<file path="config.mk">
export PLATFORM = sky130hd
export DESIGN_NAME = rf_write_arbiter
export DESIGN_NICKNAME = d
export VERILOG_FILES = /design/src/rtl/rf_arb_pkg.sv /design/src/rtl/rr_priority_picker.sv /design/src/rtl/rf_write_arbiter.sv
export SDC_FILE = /design/constraint.sdc
export NUM_CORES = 1
export LEC_CHECK = 0
export ABC_CLOCK_PERIOD_IN_PS = 4400
export BUFFER_PORTS_ARGS = -buffer_cell sky130_fd_sc_hd__buf_2
export CORE_ASPECT_RATIO = 1.75
export CORE_MARGIN = 10
export CORE_UTILIZATION = 43
export CTS_CLUSTER_DIAMETER = 100
export DETAILED_ROUTE_END_ITERATION = 16
export GPL_TIMING_DRIVEN = 0
export PLACE_DENSITY = 0.78
export SLEW_MARGIN = 20
export SYNTH_ARGS = -nofsm -noshare
export SYNTH_HDL_FRONTEND = slang
export SYNTH_SLANG_ARGS = --single-unit
export TNS_END_PERCENT = 100
</file>
<file path="constraint.sdc">
create_clock -name clk -period 4.4 [get_ports clk]
set_input_delay 1.32 -clock clk [delete_from_list [all_inputs] [get_ports clk]]
set_output_delay 1.32 -clock clk [all_outputs]
set_load 0.02 [all_outputs]
</file>
<file path="src/rtl/rf_arb_pkg.sv">
// Shared types and default sizes for the register-file write arbiter.
// Used by rf_write_arbiter and rr_priority_picker.
package rf_arb_pkg;

    typedef enum logic {
        RF_ARB_CLEAR,
        RF_ARB_ARB
    } rf_arb_state_e;

    localparam int RF_ARB_N_REQ  = 4;
    localparam int RF_ARB_ADDR_W = 5;
    localparam int RF_ARB_DATA_W = 32;

endpackage

</file>
<file path="src/rtl/rr_priority_picker.sv">
// Combinational round-robin picker: first set valid bit at or above ptr,
// wrapping modulo N_REQ; returns one-hot grant and encoded index.
module rr_priority_picker
    import rf_arb_pkg::*;
#(
    parameter int N_REQ = RF_ARB_N_REQ,
    localparam int IDX_W = (N_REQ > 1) ? $clog2(N_REQ) : 1
) (
    input  logic [N_REQ-1:0] valid_i,
    input  logic [IDX_W-1:0] ptr_i,
    output logic [N_REQ-1:0] grant_o,
    output logic [IDX_W-1:0] idx_o,
    output logic             any_o
);

    int               pos;
    logic [IDX_W-1:0] sel;

    always_comb begin
        grant_o = '0;
        idx_o   = '0;
        any_o   = 1'b0;
        pos     = 0;
        sel     = '0;
        for (int k = 0; k < N_REQ; k++) begin
            pos = int'(ptr_i) + k;
            if (pos >= N_REQ) begin
                pos = pos - N_REQ;
            end
            sel = IDX_W'(pos);
            if (!any_o && valid_i[sel]) begin
                any_o        = 1'b1;
                grant_o[sel] = 1'b1;
                idx_o        = sel;
            end
        end
    end

endmodule

</file>
<file path="src/rtl/rf_write_arbiter.sv">
// Register-file write-port arbiter: zero-fill sweep after reset, then round-robin.
// RF_ARB_DROP_X0_EN: when defined, granted ARB writes to address 0 are suppressed.
module rf_write_arbiter
    import rf_arb_pkg::*;
#(
    parameter int N_REQ  = RF_ARB_N_REQ,
    parameter int ADDR_W = RF_ARB_ADDR_W,
    parameter int DATA_W = RF_ARB_DATA_W,
    localparam int IDX_W = (N_REQ > 1) ? $clog2(N_REQ) : 1
) (
    input  logic                    clk,
    input  logic                    rst,
    input  logic [N_REQ-1:0]        req_valid,
    input  logic [N_REQ*ADDR_W-1:0] req_addr,
    input  logic [N_REQ*DATA_W-1:0] req_data,
    output logic [N_REQ-1:0]        req_ready,
    output logic                    wr_ena,
    output logic [ADDR_W-1:0]       wr_addr,
    output logic [DATA_W-1:0]       wr_data,
    output logic [IDX_W-1:0]        grant_id,
    output logic                    init_done
);

    rf_arb_state_e     state_q, state_d;
    logic [ADDR_W-1:0] clr_cnt_q, clr_cnt_d;
    logic [IDX_W-1:0]  rr_ptr_q, rr_ptr_d;
    logic              wr_ena_q, wr_ena_d;
    logic [ADDR_W-1:0] wr_addr_q, wr_addr_d;
    logic [DATA_W-1:0] wr_data_q, wr_data_d;
    logic [IDX_W-1:0]  grant_id_q, grant_id_d;

    logic [N_REQ-1:0]  pick_grant;
    logic [IDX_W-1:0]  pick_idx;
    logic              pick_any;
    logic [ADDR_W-1:0] sel_addr;
    logic [DATA_W-1:0] sel_data;

    rr_priority_picker #(
        .N_REQ (N_REQ)
    ) u_picker (
        .valid_i (req_valid),
        .ptr_i   (rr_ptr_q),
        .grant_o (pick_grant),
        .idx_o   (pick_idx),
        .any_o   (pick_any)
    );

    assign sel_addr = req_addr[pick_idx*ADDR_W +: ADDR_W];
    assign sel_data = req_data[pick_idx*DATA_W +: DATA_W];

    // Grants are only exposed once the sweep has finished.
    assign req_ready = (state_q == RF_ARB_ARB) ? pick_grant : '0;

    always_comb begin
        state_d    = state_q;
        clr_cnt_d  = clr_cnt_q;
        rr_ptr_d   = rr_ptr_q;
        wr_ena_d   = 1'b0;
        wr_addr_d  = wr_addr_q;
        wr_data_d  = wr_data_q;
        grant_id_d = grant_id_q;
        unique case (state_q)
            RF_ARB_CLEAR: begin
                wr_ena_d  = 1'b1;
                wr_addr_d = clr_cnt_q;
                wr_data_d = '0;
                clr_cnt_d = clr_cnt_q + 1'b1;
                if (&clr_cnt_q) begin
                    state_d = RF_ARB_ARB;
                end
            end
            RF_ARB_ARB: begin
                if (pick_any) begin
`ifdef RF_ARB_DROP_X0_EN
                    wr_ena_d = |sel_addr;
`else
                    wr_ena_d = 1'b1;
`endif
                    wr_addr_d  = sel_addr;
                    wr_data_d  = sel_data;
                    grant_id_d = pick_idx;
                    if (pick_idx == IDX_W'(N_REQ - 1)) begin
                        rr_ptr_d = '0;
                    end else begin
                        rr_ptr_d = pick_idx + 1'b1;
                    end
                end
            end
            default: begin
                state_d = RF_ARB_CLEAR;
            end
        endcase
    end

    always_ff @(posedge clk) begin
        if (rst) begin
            state_q    <= RF_ARB_CLEAR;
            clr_cnt_q  <= '0;
            rr_ptr_q   <= '0;
            wr_ena_q   <= 1'b0;
            wr_addr_q  <= '0;
            wr_data_q  <= '0;
            grant_id_q <= '0;
        end else begin
            state_q    <= state_d;
            clr_cnt_q  <= clr_cnt_d;
            rr_ptr_q   <= rr_ptr_d;
            wr_ena_q   <= wr_ena_d;
            wr_addr_q  <= wr_addr_d;
            wr_data_q  <= wr_data_d;
            grant_id_q <= grant_id_d;
        end
    end

    assign wr_ena    = wr_ena_q;
    assign wr_addr   = wr_addr_q;
    assign wr_data   = wr_data_q;
    assign grant_id  = grant_id_q;
    assign init_done = (state_q == RF_ARB_ARB);

endmodule

</file>
Word-level counts from Yosys, hierarchy flattened

Cells that the tools add are included.
Widths: inputs -> output; s select.

Bits in read-only memories: 0
Input port bits: 154
Output and inout bits: 45
Bits in registers: 48
Memory bits (writable): 0
Latch bits: 0
Memories kept: 0
Logic and storage cells: 91

Mux-type cells: 42
Div/mod/pow operators: 0
Equal/unequal tests: 2
Multiply operators: 1
Order comparisons: 12
Bitwise operators: 4
Reduce and logical (&&, ||, !) cells: 12
Add/sub/neg operators: 9
Shift operators: 2

Operator list:

| kind                | number |
|---|---|
| $shiftx 128x8->32   | 1 |
| $pmux 32 s2         | 1 |
| $mux 32             | 1 |
| $mux 4              | 5 |
| $shiftx 20x6->5     | 1 |
| $mux 2              | 9 |
| $mux 1              | 15 |
| $lt 2x3->1 const B  | 4 |
| $or 4x4->4          | 3 |
| $pmux 5 s2          | 1 |
| $ge 3x3->1 const B  | 3 |
| $bmux 1 s2          | 4 |
| $demux 1 s2         | 4 |
| $ge 2x1->1 const B  | 4 |
| $sub 2x1->2 const B | 4 |
| $logic_and 1x1->1   | 7 |
| $add 2x2->3 const B | 2 |
| $add 5x1->5 const B | 1 |
| $mul 2x3->5 const B | 1 |
| $mux 5              | 1 |
| $reduce_and 5->1    | 1 |
| $add 2x1->3 const B | 1 |
| $ge 2x3->1 const B  | 1 |
| $logic_not 1->1     | 3 |
| other kinds (6)     | 6 |

Logic depth before layout (Yosys ltp)

Depth after elaboration: 18
Depth in mapped cells: 15
Depth with buffers taken out: 10

By module

A second synthesis with hierarchy kept.

Cells, all modules: 243
Area, all modules: 2991.6 µm²

By module, submodules not included:

| module             | cells an instance | times used | area each (µm²) | seq. area each (µm²) |
|---|---|---|---|---|
| rf_write_arbiter   | 198               | 1          | 2570.0          | 960.9 |
| rr_priority_picker | 45                | 1          | 421.7           | 0.0 |

Worst setup path after synthesis

No wires, ideal clock.

Path kind: register to output
From: register rr_ptr_q[0]
To: output req_ready[2]
Data required time: 3080 ps
Slack: -537 ps
Arrival: 3617 ps
Stages on the path, launching flop included: 14
Cells stage by stage: dfxtp_1 buf_6 clkbuf_1 inv_2 clkbuf_1 ha_1 clkbuf_1 mux4_2 nor2b_1 buf_6 clkbuf_1 a221o_1 o21ai_0 a21boi_0

Longest elaborated chain between the ends: 15
Elaborated cells on any way between the ends: 60

RTL lines:

| item                                                 | RTL line                 | RTL |
|---|---|---|
| start, declared                                      | rf_write_arbiter.sv:26   | `logic [IDX_W-1:0] rr_ptr_q, rr_ptr_d;` |
| start signal, assigned                               | rf_write_arbiter.sv:107  | `rr_ptr_q <= rr_ptr_d;` |
| branches (longest 13 deep; another with $add 2x1->3) | -                        |  |
| $mux 4 (*)                                           | rr_priority_picker.sv:31 | `if (!any_o && valid_i[sel]) begin` |
| $mux 4 (*)                                           | rf_write_arbiter.sv:52   | `assign req_ready = (state_q == RF_ARB_ARB) ? pick_grant : '0;` |
| end, declared                                        | rf_write_arbiter.sv:16   | `output logic [N_REQ-1:0] req_ready,` |

Mark *: on every way between the ends. The select of a mux whose other input is x is not followed.

Worst setup path after layout

From: input req_valid[0]
To: output req_ready[2]

Longest elaborated chain between the ends: 13
Elaborated cells on any way between the ends: 25

RTL lines:

| item                         | RTL line                 | RTL |
|---|---|---|
| start, declared              | rf_write_arbiter.sv:13   | `input logic [N_REQ-1:0] req_valid,` |
| $bmux 1 s2                   | rr_priority_picker.sv:31 |  |
| $mux 1 (not written as such) | rr_priority_picker.sv:31 |  |
| $mux 1                       | rr_priority_picker.sv:31 |  |
| $logic_not 1->1              | rr_priority_picker.sv:31 |  |
| $logic_and 1x1->1            | rr_priority_picker.sv:31 |  |
| $mux 1                       | rr_priority_picker.sv:31 |  |
| $logic_not 1->1              | rr_priority_picker.sv:31 |  |
| $logic_and 1x1->1            | rr_priority_picker.sv:31 |  |
| $mux 1                       | rr_priority_picker.sv:31 |  |
| $logic_not 1->1              | rr_priority_picker.sv:31 |  |
| $logic_and 1x1->1            | rr_priority_picker.sv:31 |  |
| $mux 4 (*)                   | rr_priority_picker.sv:31 |  |
| $mux 4 (*)                   | rf_write_arbiter.sv:52   |  |

Every way passes the cells marked *; elsewhere a longest branch is shown, timed or not. The select of a mux whose other input is x is not followed.

==> impl_metrics.toml <==
[run_status]
run_status = "completed"

[synth]
netlist_instances = 494
synth_commonest_cells = "68 x nor2_1, 48 x dfxtp_1, 38 x mux2i_1"
yosysTopAreaCell = "dfxtp_1"
yosys.area.top_type_share_pct = 22.7
ys_seq_area_share_pct = 22.7
avgSynthCellArea_um2 = 8.58
synth_ff_type = "dfxtp_1"
syn-num-nets = 659
yosys.cell_count.top_type = "nor2_1"
yosysWarningCount = 0
synthesis.area_um2 = 4240
synth_edf_count = 0
synthArstFlopShare_pct = 0
synth_cell_types = 56
yosys-top-cells-area = "dfxtp_1 23%, mux2i_1 9.0%, a221o_1 8.5%"
synth_seq_cells = 48

[power]
ir_worst_vdd_mv = 0.183
cellPowerDensity_nw_per_um2 = 212
power.total_w = 0.00120
p_leak_nw = 2.59

[grt]
grt_pass1_wl_um = 26000
grt.overflow.total = 0
grt_antenna_before_repair = 0
grt_pass1_vias = 5344
grt_usage_pct = 22.5
grt_max_degree = 20

[drt]
drt_first_pass_iters = 4
dr.first_iter.drc_count = 266
vias = 4986
drt-vias-per-instance = 6.07
wirelength_um = 17100
wl_per_cell_um = 20.8
drc = 0
ant_nets = 0

[die]
initial_core_util_pct = 44.5
die_y_um = 151
fp-row-count = 47
ios = 199
core_area_um2 = 9530
dieArea_um2 = 14400
die_x_um = 95.0

[clock_network]
cts.path.max_buffers = 2
htreeDepth = 2
cts_tree = "done"
clock_latency_ns = 0.29
postCtsHoldBufs = 0
cts_inserted_buffers = 5
path_clk_slew_ns = 0.07
cts-root-buf = "clkbuf_16"
cts.sinks = 48

[critical_path]
worst-setup-path-type = "input port to primary output"
worstSetupStartpointType = "input port"
cp.required_ns = 3.08
critPathCaptureType = "primary output"
crit_fanout = 10
worstPathArrival_ns = 2.99

[finish]
fin_util_pct = 59.3
fillers = 885
area.growth.synth_to_final_pct = 33.2
nets = 862
layout-drive-gt1-share_pct = 40.8
fin_area_um2 = 5650

[timing]
fmax_mhz = 232
hold_viol_final = 0
finalWorstSetupSlack_ns = 0.0950
worst_slew_margin_rel_pct = 33.4
fin_crit_sh_pct = 97.8
min_period_ns = 4.31
drv_slew = 0
finClkSkew_ns = 0.00651
rsz0062_at_grt = "false"
setup_violations = 0
tightest_slew_ns = 0.991

[min_path]
hold_class = "register to register"

[placement]
place_congestion = 0.928
place_ws_ns = -0.766
placed_cell_area_um2 = 5380
numPortBuffers = 196
post-dp-hpwl_um = 13600

[job]
max_cap_viol_count = 0
worst paths after layout:
kind / from / end / slack [ns] / cells past startpoint
max: req_valid[0] / req_ready[2] / 0.09 / 9
min: wr_data[21]$_SDFFE_PP0P_ / wr_data[21]$_SDFFE_PP0P_ / 0.48 / 1
max reg2reg: rr_ptr_q[0]$_SDFFE_PP0P_ / wr_data[1]$_SDFFE_PP0P_ / 0.59 / 14
min reg2reg: wr_data[21]$_SDFFE_PP0P_ / wr_data[21]$_SDFFE_PP0P_ / 0.48 / 1
where the power goes:
| group | total, W | internal, W | switching, W |
|---|---|---|---|
| logic | 0.000317 | 0.000159 | 0.000158 |
| registers | 0.000442 | 0.000439 | 0.00000326 |
| clock network | 0.000440 | 0.000268 | 0.000172 |
| total | 0.00120 | 0.000865 | 0.000334 |
area by class of cell:
class / instances / area [um2] / share of cell area [%]
buffer: 45 / 262 / 4.63
antenna: 2 / 5.00 / 0.0886
inverter: 6 / 22.5 / 0.399
timing repair buffer: 199 / 1010 / 17.8
clock inverter: 2 / 35.0 / 0.620
tap: 122 / 153 / 2.70
multi-input combinational: 392 / 3070 / 54.4
clock buffer: 6 / 129 / 2.28
sequential: 48 / 962 / 17.0
metrics by stage:
stage          instances  TNS (ns)  hold slack (ns)
4_1_cts              820         0            0.486
3_5_place_dp         812     -6.19            0.465
2_1_floorplan        494         0            0.485
6_report             822         0            0.485
3_3_place_gp         812     -4.06            0.468
5_1_grt              820         0            0.493
layer usage:
layer / vias to the layer above / track usage [%] / wire length (um)
li1: 2322 / - / -
met1: 2346 / 21.8 / 5960
met2: 269 / 41.6 / 9180
met3: 49 / 5.20 / 1210
met4: 0 / 13.1 / 709
met5: - / 0 / 0
what timing repair did:
action                                  in CTS  in global routing
endpoints found under the setup margin      34                  4
buffers inserted                             3                  0
resized for setup                           20                  6
layout by cell type, fill, tap and decap left out, drive strengths merged, types with 2 or more instances in the layout:
cell type  netlist  routed
a211o            3       3
mux4             2       2
a221o           36      36
inv              6       6
a211oi          10      10
a221oi           9       9
dfxtp           48      48
a21oi           28      28
mux2            44      44
nand2b           3       3
a21boi           4       4
mux2i           38      38
buf             13     212
nor2            69      69
nand3           12      12
or2              2       2
o221ai           3       3
a2111o           3       3
clkbuf          35      38
a2111oi         25      25
nor2b           11      11
ha              11      11
nor3            15      15
or3              2       2
diode            0       2
nor4             2       2
a22o             9       9
o21ai            4       4
nand2           28      28
cell families (layout without fill, tap and decap cells):
group	count (synthesis)	in the layout	share of synthesized area (%)
AND/OR/NAND/NOR	150	150	16.2
multiplexers	84	84	23.1
adder cells (fa/ha/maj)	11	11	3.25
other	0	2	0
AO/OA/AOI/OAI	145	145	28.3
XOR/XNOR	2	2	0.413
buffers and inverters	54	258	6.05
flip-flops	48	48	22.7
registers in the layout, summed over array words and instances, names as in the netlist:
signal	flops
grant_id	2
clr_cnt_q	5
wr_ena	1
init_done	1
wr_data	32
rr_ptr_q	2
wr_addr	5
worst max-delay path, stage by stage:
cell,delay [ns]
buf_2,0.11
buf_6,0.13
mux4_2,0.48
nor2b_4,0.17
clkbuf_16,0.16
a221o_1,0.32
o21ai_2,0.07
a21boi_2,0.06
buf_4,0.15
Power figures use the tool's default switching activity.
